<file path="src/rtl/output_row_assembler.sv">
// Reassembles narrow pixel beats into full rows with row index, frame-end flag
// and pixel sum, presented through a valid/ack holding register.
module output_row_assembler #(
  parameter int PIXEL_ARRAY_WIDTH  = 8,
  parameter int PIXEL_ARRAY_HEIGHT = 4,
  parameter int OUTPUT_BUS_WIDTH   = 2,
  parameter int PIXEL_BITS         = 8,
  localparam int BEATS     = PIXEL_ARRAY_WIDTH / OUTPUT_BUS_WIDTH,
  localparam int SUM_BITS  = PIXEL_BITS + $clog2(PIXEL_ARRAY_WIDTH),
  localparam int IDX_BITS  = (PIXEL_ARRAY_HEIGHT > 1) ? $clog2(PIXEL_ARRAY_HEIGHT) : 1,
  localparam int BEAT_W    = OUTPUT_BUS_WIDTH * PIXEL_BITS,
  localparam int ROW_W     = PIXEL_ARRAY_WIDTH * PIXEL_BITS
) (
  input  logic                CLK,
  input  logic                RESET,
  input  logic                DATA_VALID,
  input  logic [BEAT_W-1:0]   DATA_IN,
  input  logic                ROW_ACK,
  output logic                ROW_VALID,
  output logic [ROW_W-1:0]    ROW_OUT,
  output logic [IDX_BITS-1:0] ROW_INDEX,
  output logic                FRAME_END,
  output logic [SUM_BITS-1:0] ROW_SUM,
  output logic                OVERRUN,
  output logic                TRUNCATED
);

  localparam int BEAT_BITS = (BEATS > 1) ? $clog2(BEATS) : 1;

  typedef enum logic {S_IDLE, S_CAPTURE} state_t;

  state_t                r_state;
  logic [BEAT_BITS-1:0]  r_beat;
  logic [ROW_W-1:0]      r_cap;
  logic [SUM_BITS-1:0]   r_sum;
  logic [IDX_BITS-1:0]   r_row;

  logic [OUTPUT_BUS_WIDTH-1:0][PIXEL_BITS-1:0] w_lane;
  logic [BEAT_BITS-1:0]  w_cur_beat;
  logic [SUM_BITS-1:0]   w_beat_sum;
  logic [SUM_BITS-1:0]   w_sum_next;
  logic [ROW_W-1:0]      w_cap_next;
  logic                  w_done;
  logic                  w_free;
  logic [IDX_BITS-1:0]   w_row_next;

  genvar gj;
  generate
    for (gj = 0; gj < OUTPUT_BUS_WIDTH; gj++) begin : g_lane
      assign w_lane[gj] = DATA_IN[gj*PIXEL_BITS +: PIXEL_BITS];
    end
  endgenerate

  // A beat taken from IDLE is always beat 0, whatever r_beat holds.
  assign w_cur_beat = (r_state == S_IDLE) ? '0 : r_beat;
  assign w_done     = DATA_VALID && (w_cur_beat == BEAT_BITS'(BEATS - 1));
  assign w_free     = !ROW_VALID || ROW_ACK;
  assign w_row_next = (r_row == IDX_BITS'(PIXEL_ARRAY_HEIGHT - 1)) ? '0 : r_row + 1'b1;

  always_comb begin
    w_beat_sum = '0;
    for (int j = 0; j < OUTPUT_BUS_WIDTH; j++)
      w_beat_sum = w_beat_sum + SUM_BITS'(w_lane[j]);
  end

  always_comb begin
    w_cap_next = r_cap;
    w_cap_next[32'(w_cur_beat)*BEAT_W +: BEAT_W] = DATA_IN;
    w_sum_next = (w_cur_beat == '0) ? w_beat_sum : r_sum + w_beat_sum;
  end

  always_ff @(posedge CLK) begin
    if (RESET) begin
      r_state   <= S_IDLE;
      r_beat    <= '0;
      r_cap     <= '0;
      r_sum     <= '0;
      r_row     <= '0;
      ROW_VALID <= 1'b0;
      ROW_OUT   <= '0;
      ROW_INDEX <= '0;
      FRAME_END <= 1'b0;
      ROW_SUM   <= '0;
      OVERRUN   <= 1'b0;
      TRUNCATED <= 1'b0;
    end else begin
      if (DATA_VALID) begin
        r_cap <= w_cap_next;
        r_sum <= w_sum_next;
      end

      if (w_done) begin
        r_state <= S_IDLE;
        r_beat  <= '0;
      end else if (DATA_VALID) begin
        r_state <= S_CAPTURE;
        r_beat  <= w_cur_beat + 1'b1;
      end else if (r_state == S_CAPTURE) begin
        // Gap mid-burst: the partial row is abandoned.
        r_state   <= S_IDLE;
        r_beat    <= '0;
        TRUNCATED <= 1'b1;
      end

      if (w_done) begin
        r_row <= w_row_next;
        if (w_free) begin
          ROW_VALID <= 1'b1;
          ROW_OUT   <= w_cap_next;
          ROW_SUM   <= w_sum_next;
          ROW_INDEX <= r_row;
          FRAME_END <= (r_row == IDX_BITS'(PIXEL_ARRAY_HEIGHT - 1));
        end else begin
          OVERRUN <= 1'b1;
        end
      end else if (ROW_ACK) begin
        ROW_VALID <= 1'b0;
      end
    end
  end

endmodule

</file>
<file path="config.mk">
export PLATFORM = sky130hd
export DESIGN_NAME = output_row_assembler
export DESIGN_NICKNAME = d
export VERILOG_FILES = /design/src/rtl/output_row_assembler.sv
export SDC_FILE = /design/constraint.sdc
export NUM_CORES = 1
export LEC_CHECK = 0
export ABC_AREA = 1
export ABC_CLOCK_PERIOD_IN_PS = 2200
export CAP_MARGIN = 20
export CORE_MARGIN = 1
export CORE_UTILIZATION = 40
export CTS_CLUSTER_SIZE = 8
export DETAILED_ROUTE_END_ITERATION = 16
export HOLD_SLACK_MARGIN = 0.05
export PLACE_DENSITY = 0.67
export SKIP_LAST_GASP = 1
export SYNTH_ARGS = -nofsm -noshare
export SYNTH_HDL_FRONTEND = slang
export SYNTH_SLANG_ARGS = --single-unit
</file>
<file path="constraint.sdc">
create_clock -name CLK -period 2.2 [get_ports CLK]
set_input_delay 0.22 -clock CLK [delete_from_list [all_inputs] [get_ports CLK]]
set_output_delay 0.22 -clock CLK [all_outputs]
set_load 0.02 [all_outputs]
</file>
* Yosys cells after proc, flatten, opt, wreduce, memory -nomap -nowiden
Index checks and enable logic that the tools add are counted.
** Storage, ports and cells
- Bits in registers :: 161
- Input port bits :: 20
** Cells by class
- Shift operators :: 2
- Reduce and logical (&&, ||, !) cells :: 11
- Multiplexer cells :: 10
- Equality and inequality tests :: 3
- $add $sub $neg :: 5
- Bitwise operators :: 3
** Operators with widths (number)
- $bwmux 64 :: 1
- $shift 16x34->64 const A :: 1
- $shiftx 16x34->64 :: 1
- $neg 6->34 :: 1
- $add 11x9->11 :: 1
- $mux 11 :: 1
- $add 8x8->9 :: 1
- $mux 2 :: 4
- $reduce_and 2->1 :: 3
- $add 2x1->2 const B :: 2
- $eq 2x2->1 const B :: 2
- $mux 1 :: 4
- $reduce_bool 2->1 :: 2
- $not 1->1 :: 3
- $reduce_and 3->1 :: 1
- $logic_not 2->1 :: 1
- $ne 2x1->1 const B :: 1
- $reduce_or 2->1 :: 1
- $logic_and 1x1->1 :: 1
- $logic_not 1->1 :: 1
- $logic_or 1x1->1 :: 1

* Longest topological paths before layout
- Word-level depth :: 5
- Gate-level depth with buffers :: 18
- Depth with buffers taken out :: 18

* Worst setup path before layout
Ideal clock, no wire load.
- Path kind :: in2reg
- Start :: in DATA_IN[0]
- End :: reg r_sum[8]
- Path buffers :: 0
- Data arrival time :: 2.228 ns
- Stages on the path :: 16
- Required time :: 2.091 ns
- Path slack :: -0.137 ns
- Cells stage by stage :: ha_1 > fa_1 > nand3_1 > nand2_1 > nand2_1 > nand3b_1 > and2_1 > ha_1 > nand2_1 > inv_1 > a21oi_1 > nand3b_1 > nand3_1 > nand3_1 > nand2_1 > inv_1
** Between the ends
- Longest elaborated chain between the ends :: 3
** RTL lines
- start: declaration :: line 17 : input logic [BEAT_W-1:0] DATA_IN,
- $add 8x8->9 * :: line 63 : w_beat_sum = w_beat_sum + SUM_BITS'(w_lane[j]);
- $add 11x9->11 :: line 69 : w_sum_next = (w_cur_beat == '0) ? w_beat_sum : r_sum + w_beat_sum;
- $mux 11 * :: line 69
- end signal: assignment :: line 89 : r_sum <= w_sum_next;
- end: declaration :: line 35 : logic [SUM_BITS-1:0] r_sum;
Mark *: on every way between the ends. The rest lies on a longest branch, timed or not.
A chain may end at the register's enable or synchronous reset.

* Worst setup path after layout
- Start :: in DATA_IN[7]
- End :: reg r_sum[10]
** Between the ends
- Longest elaborated chain between the ends :: 3
** RTL lines (line)
- $add 8x8->9 :: 63
- $add 11x9->11 :: 69
- $mux 11 :: 69
Every way passes these cells.

==> reports/qor.csv <==
stage;metric;value;unit
yosys;cells taking the most area after synthesis;dfxtp_1 41%, inv_1 10%, o21ai_0 8.5%, nor2_1 8.0%, nand2_1 6.8%;
yosys;Synth Cell Area;7110;um2
detailed_routing;vias per cell;4.89;
clock_network;clk sinks;145;
yosys;Yosys reg bits;145;
global_routing;vias in the first global route;6011;
yosys;Synth Area in Simple Gates;20.6;%
power;PwrDens;697;nW/um2
detailed_routing;DR vias;6852;
yosys;xor and xnor area share after synthesis;0.370;%
global_routing;largest net degree at the start of global routing;92;
layout;diodes inserted;0;
timing;final max-slew violation count;0;
die;# IOs;101;
clock_network;CTS Hold Bufs;0;
yosys;Syn Inst Count;1044;
worst_setup_path;critical path class;in2reg;
yosys;Adder-Cell Fraction of Synth Area;5.14;%
yosys;multiplexer area fraction after synthesis;0;%
clock_network;postcts setup bufs;0;
layout;share of cells above drive strength 1;12.2;%
global_routing;first-pass GRT wire length;31000;um
detailed_routing;final wirelength;19700;um
power;Pwr Total;6.60;mW
timing;Setup TNS Final;0;ns
global_routing;gr ovfl total;0;
die;FP Rows;48;
power;Pleak;4.67;nW
yosys;Yosys top cell by area;dfxtp_1;
min_path;worst hold endpoint;ROW_OUT[49];
placed_design;Final HPWL DP;13600;um
yosys;Compound-Gate Fraction of Synth Area;19.0;%
layout;NumNets Final;1212;
worst_setup_path;r2r setup slk;0.19;ns
die;CORE AREA;17300;um2
global_routing;GRT Total Usage;21.6;%
worst_setup_path;worst r2r src;r_state;
layout;Synth-to-Final Area Change;33.2;%
worst_setup_path;Req. time, crit path;2.51;ns
yosys;largest family of logic cells by synthesized area;simple AND/OR/NAND/NOR gates;
clock_network;clk_lat worst skew;0.43;ns
worst_setup_path;reg2reg end;ROW_OUT[20];
timing;Max Clk Rate;488;MHz
timing;Rel. slew slack;64.2;%
layout;fill count;1656;
yosys;Seq/Total Area, Yosys;40.8;%
die;die area;18300;um2
die;DIE WIDTH;135;um
detailed_routing;detailed-route wire length per cell;14.1;um
die;Die Y;135;um
die;Initial Util;41.1;%
worst_setup_path;Reg2Reg Depth;10;
placed_design;Routability Congestion;0.876;
clock_network;Clock Tree Buf Depth;2;
worst_setup_path;Critical Path Start;DATA_IN[7];
worst_setup_path;Crit Path Max Fanout;4;
clock_network;CTS tree;done;
worst_setup_path;Crit path arrival time;2.36;ns
outcome;status;complete, no violations;
worst_setup_path;crit end category;flip-flop;
yosys;YS warnings;0;
clock_network;Root Buffer;clkbuf_16;
min_path;HP Class;in2reg;
clock_network;Clock Pin Slew Worst Setup and Hold Paths;0.06;ns
timing;Final Hold Fails;0;
global_routing;initial antenna violation count;0;
worst_setup_path;Worst setup SP type;primary input;
placed_design;port bufs;100;
yosys;Synth cell types;28;
timing;worst slew pin tran;0.535;ns
timing;fin crit share;93.1;%
timing;Setup violations, final;0;
detailed_routing;# DRC;0;
detailed_routing;TritonRoute pass-1 iters;5;
timing;minimum clock period;2.05;ns
min_path;hold path cells;4;
clock_network;H-tree levels;4;
yosys;Mapped Nets;1092;
yosys;Avg Synthesized Cell Area;6.81;um2
timing;Clock Skew;0.00679;ns
detailed_routing;antenna viol nets, final;0;
min_path;critical hold path startpoint;DATA_IN[1];
power;Peak VDD IR;556;uV
yosys;top-area cell type share of the netlist area;40.8;%
detailed_routing;initial drt markers;569;
clock_network;Num CTS Buffers;17;
job;Max-Cap Viols;0;
-- critical path, cell delays in order --
cell,delay [ns]
clkdlybuf4s50_1,0.55
ha_4,0.24
a21oi_1,0.14
o21a_1,0.16
o21ai_2,0.08
ha_1,0.29
nand2_1,0.11
inv_1,0.05
a21boi_1,0.20
nand4_1,0.15
nand3_2,0.11
a21oi_1,0.06
-- worst max-delay path by stage --
| stage | depth (start not counted) | slack [ns] | endpoint |
|---|---|---|---|
| after CTS | 17 | 0.006 | r_sum[8] |
| after floorplan | 16 | -0.002 | r_sum[7] |
| final | 12 | 0.15 | r_sum[10] |
| after global placement | 15 | -0.64 | r_sum[10] |
| after detailed placement | 15 | -0.69 | ROW_SUM[10] |
| after global routing | 13 | -0.02 | ROW_SUM[10] |
-- report_power, final --
group,total [mW],internal [mW],switching [mW]
registers,2.75,2.71,0.0377
logic,1.07,0.467,0.607
clock network,2.78,1.61,1.17
total,6.60,4.79,1.81
-- layout by cell type (no fill, tap or decap), drive strengths merged --
cell type	count
xor2	3
clkdlybuf4s15	1
a21oi	81
bufinv	1
nand2	130
o22ai	32
o21ai	143
and2	4
nand3	50
nor3	1
nor2	154
a21boi	1
fa	2
inv	197
dlymetal6s2s	7
a22oi	1
ha	26
clkdlybuf4s50	85
dfxtp	145
o211ai	1
clkbuf	24
nand3b	9
clkinv	2
clkinvlp	5
o21a	1
or2	1
buf	63
dlygate4sd2	2
nand4	4
-- kinds of logic (layout without fill, tap and decap cells) --
family	Yosys count	count (layout)
fa+ha+maj	28	28
flops	145	145
buf+inv	255	387
simple gates	353	353
compound gates	260	260
xor+xnor	3	3
-- stage by stage --
step	hold slack, ns	worst slack (ns)	util, %	cell area (um2)	instances
6_report	0.225	0.152	54.7	9470	1401
5_1_grt	0.249	-0.0233	54.7	9470	1401
4_1_cts	0.271	0.00552	54.2	9380	1401
3_5_place_dp	0.460	-0.692	50.3	8710	1370
3_3_place_gp	0.453	-0.639	50.3	8710	1370
2_1_floorplan	0.361	-0.00196	-	7140	1044
-- sequential cells by signal (all words and copies together), names as in the netlist --
name       cells
r_sum         11
ROW_INDEX      2
r_cap         48
r_state        1
FRAME_END      1
ROW_VALID      1
ROW_OUT       64
r_row          2
TRUNCATED      1
r_beat         2
OVERRUN        1
ROW_SUM       11
-- synthesized netlist by cell type (all sizes together) --
master	number
inv	194
nor2	154
dfxtp	145
o21ai	143
nand2	130
a21oi	81
nand3	50
clkbuf	34
o22ai	32
buf	27
ha	26
nand3b	9
and2	4
nand4	4
xor2	3
fa	2
a21boi	1
a22oi	1
nor3	1
o211ai	1
o21a	1
or2	1
-- per-layer routing --
layer | up-vias | wire length (um) | global-route usage [%]
met5 | - | 0 | 0
met4 | 0 | 391 | 7.49
met3 | 25 | 1170 | 4.12
met2 | 181 | 8460 | 31.7
met1 | 3118 | 9700 | 31.4
li1 | 3528 | - | -
-- what timing repair did --
action,in CTS,in global routing
endpoints found under the setup margin,14,14
pin swaps,7,12
gates resized for setup,27,30
-- cell type report --
class | instances | area, um2 | share of cell area, %
timing repair buffer | 162 | 1550 | 16.3
clock inverter | 11 | 104 | 1.10
clock buffer | 20 | 457 | 4.82
multi-input combinational | 644 | 3450 | 36.4
sequential | 145 | 2900 | 30.7
tap | 225 | 282 | 2.97
inverter | 194 | 728 | 7.69
Power figures use the tool's default switching activity.
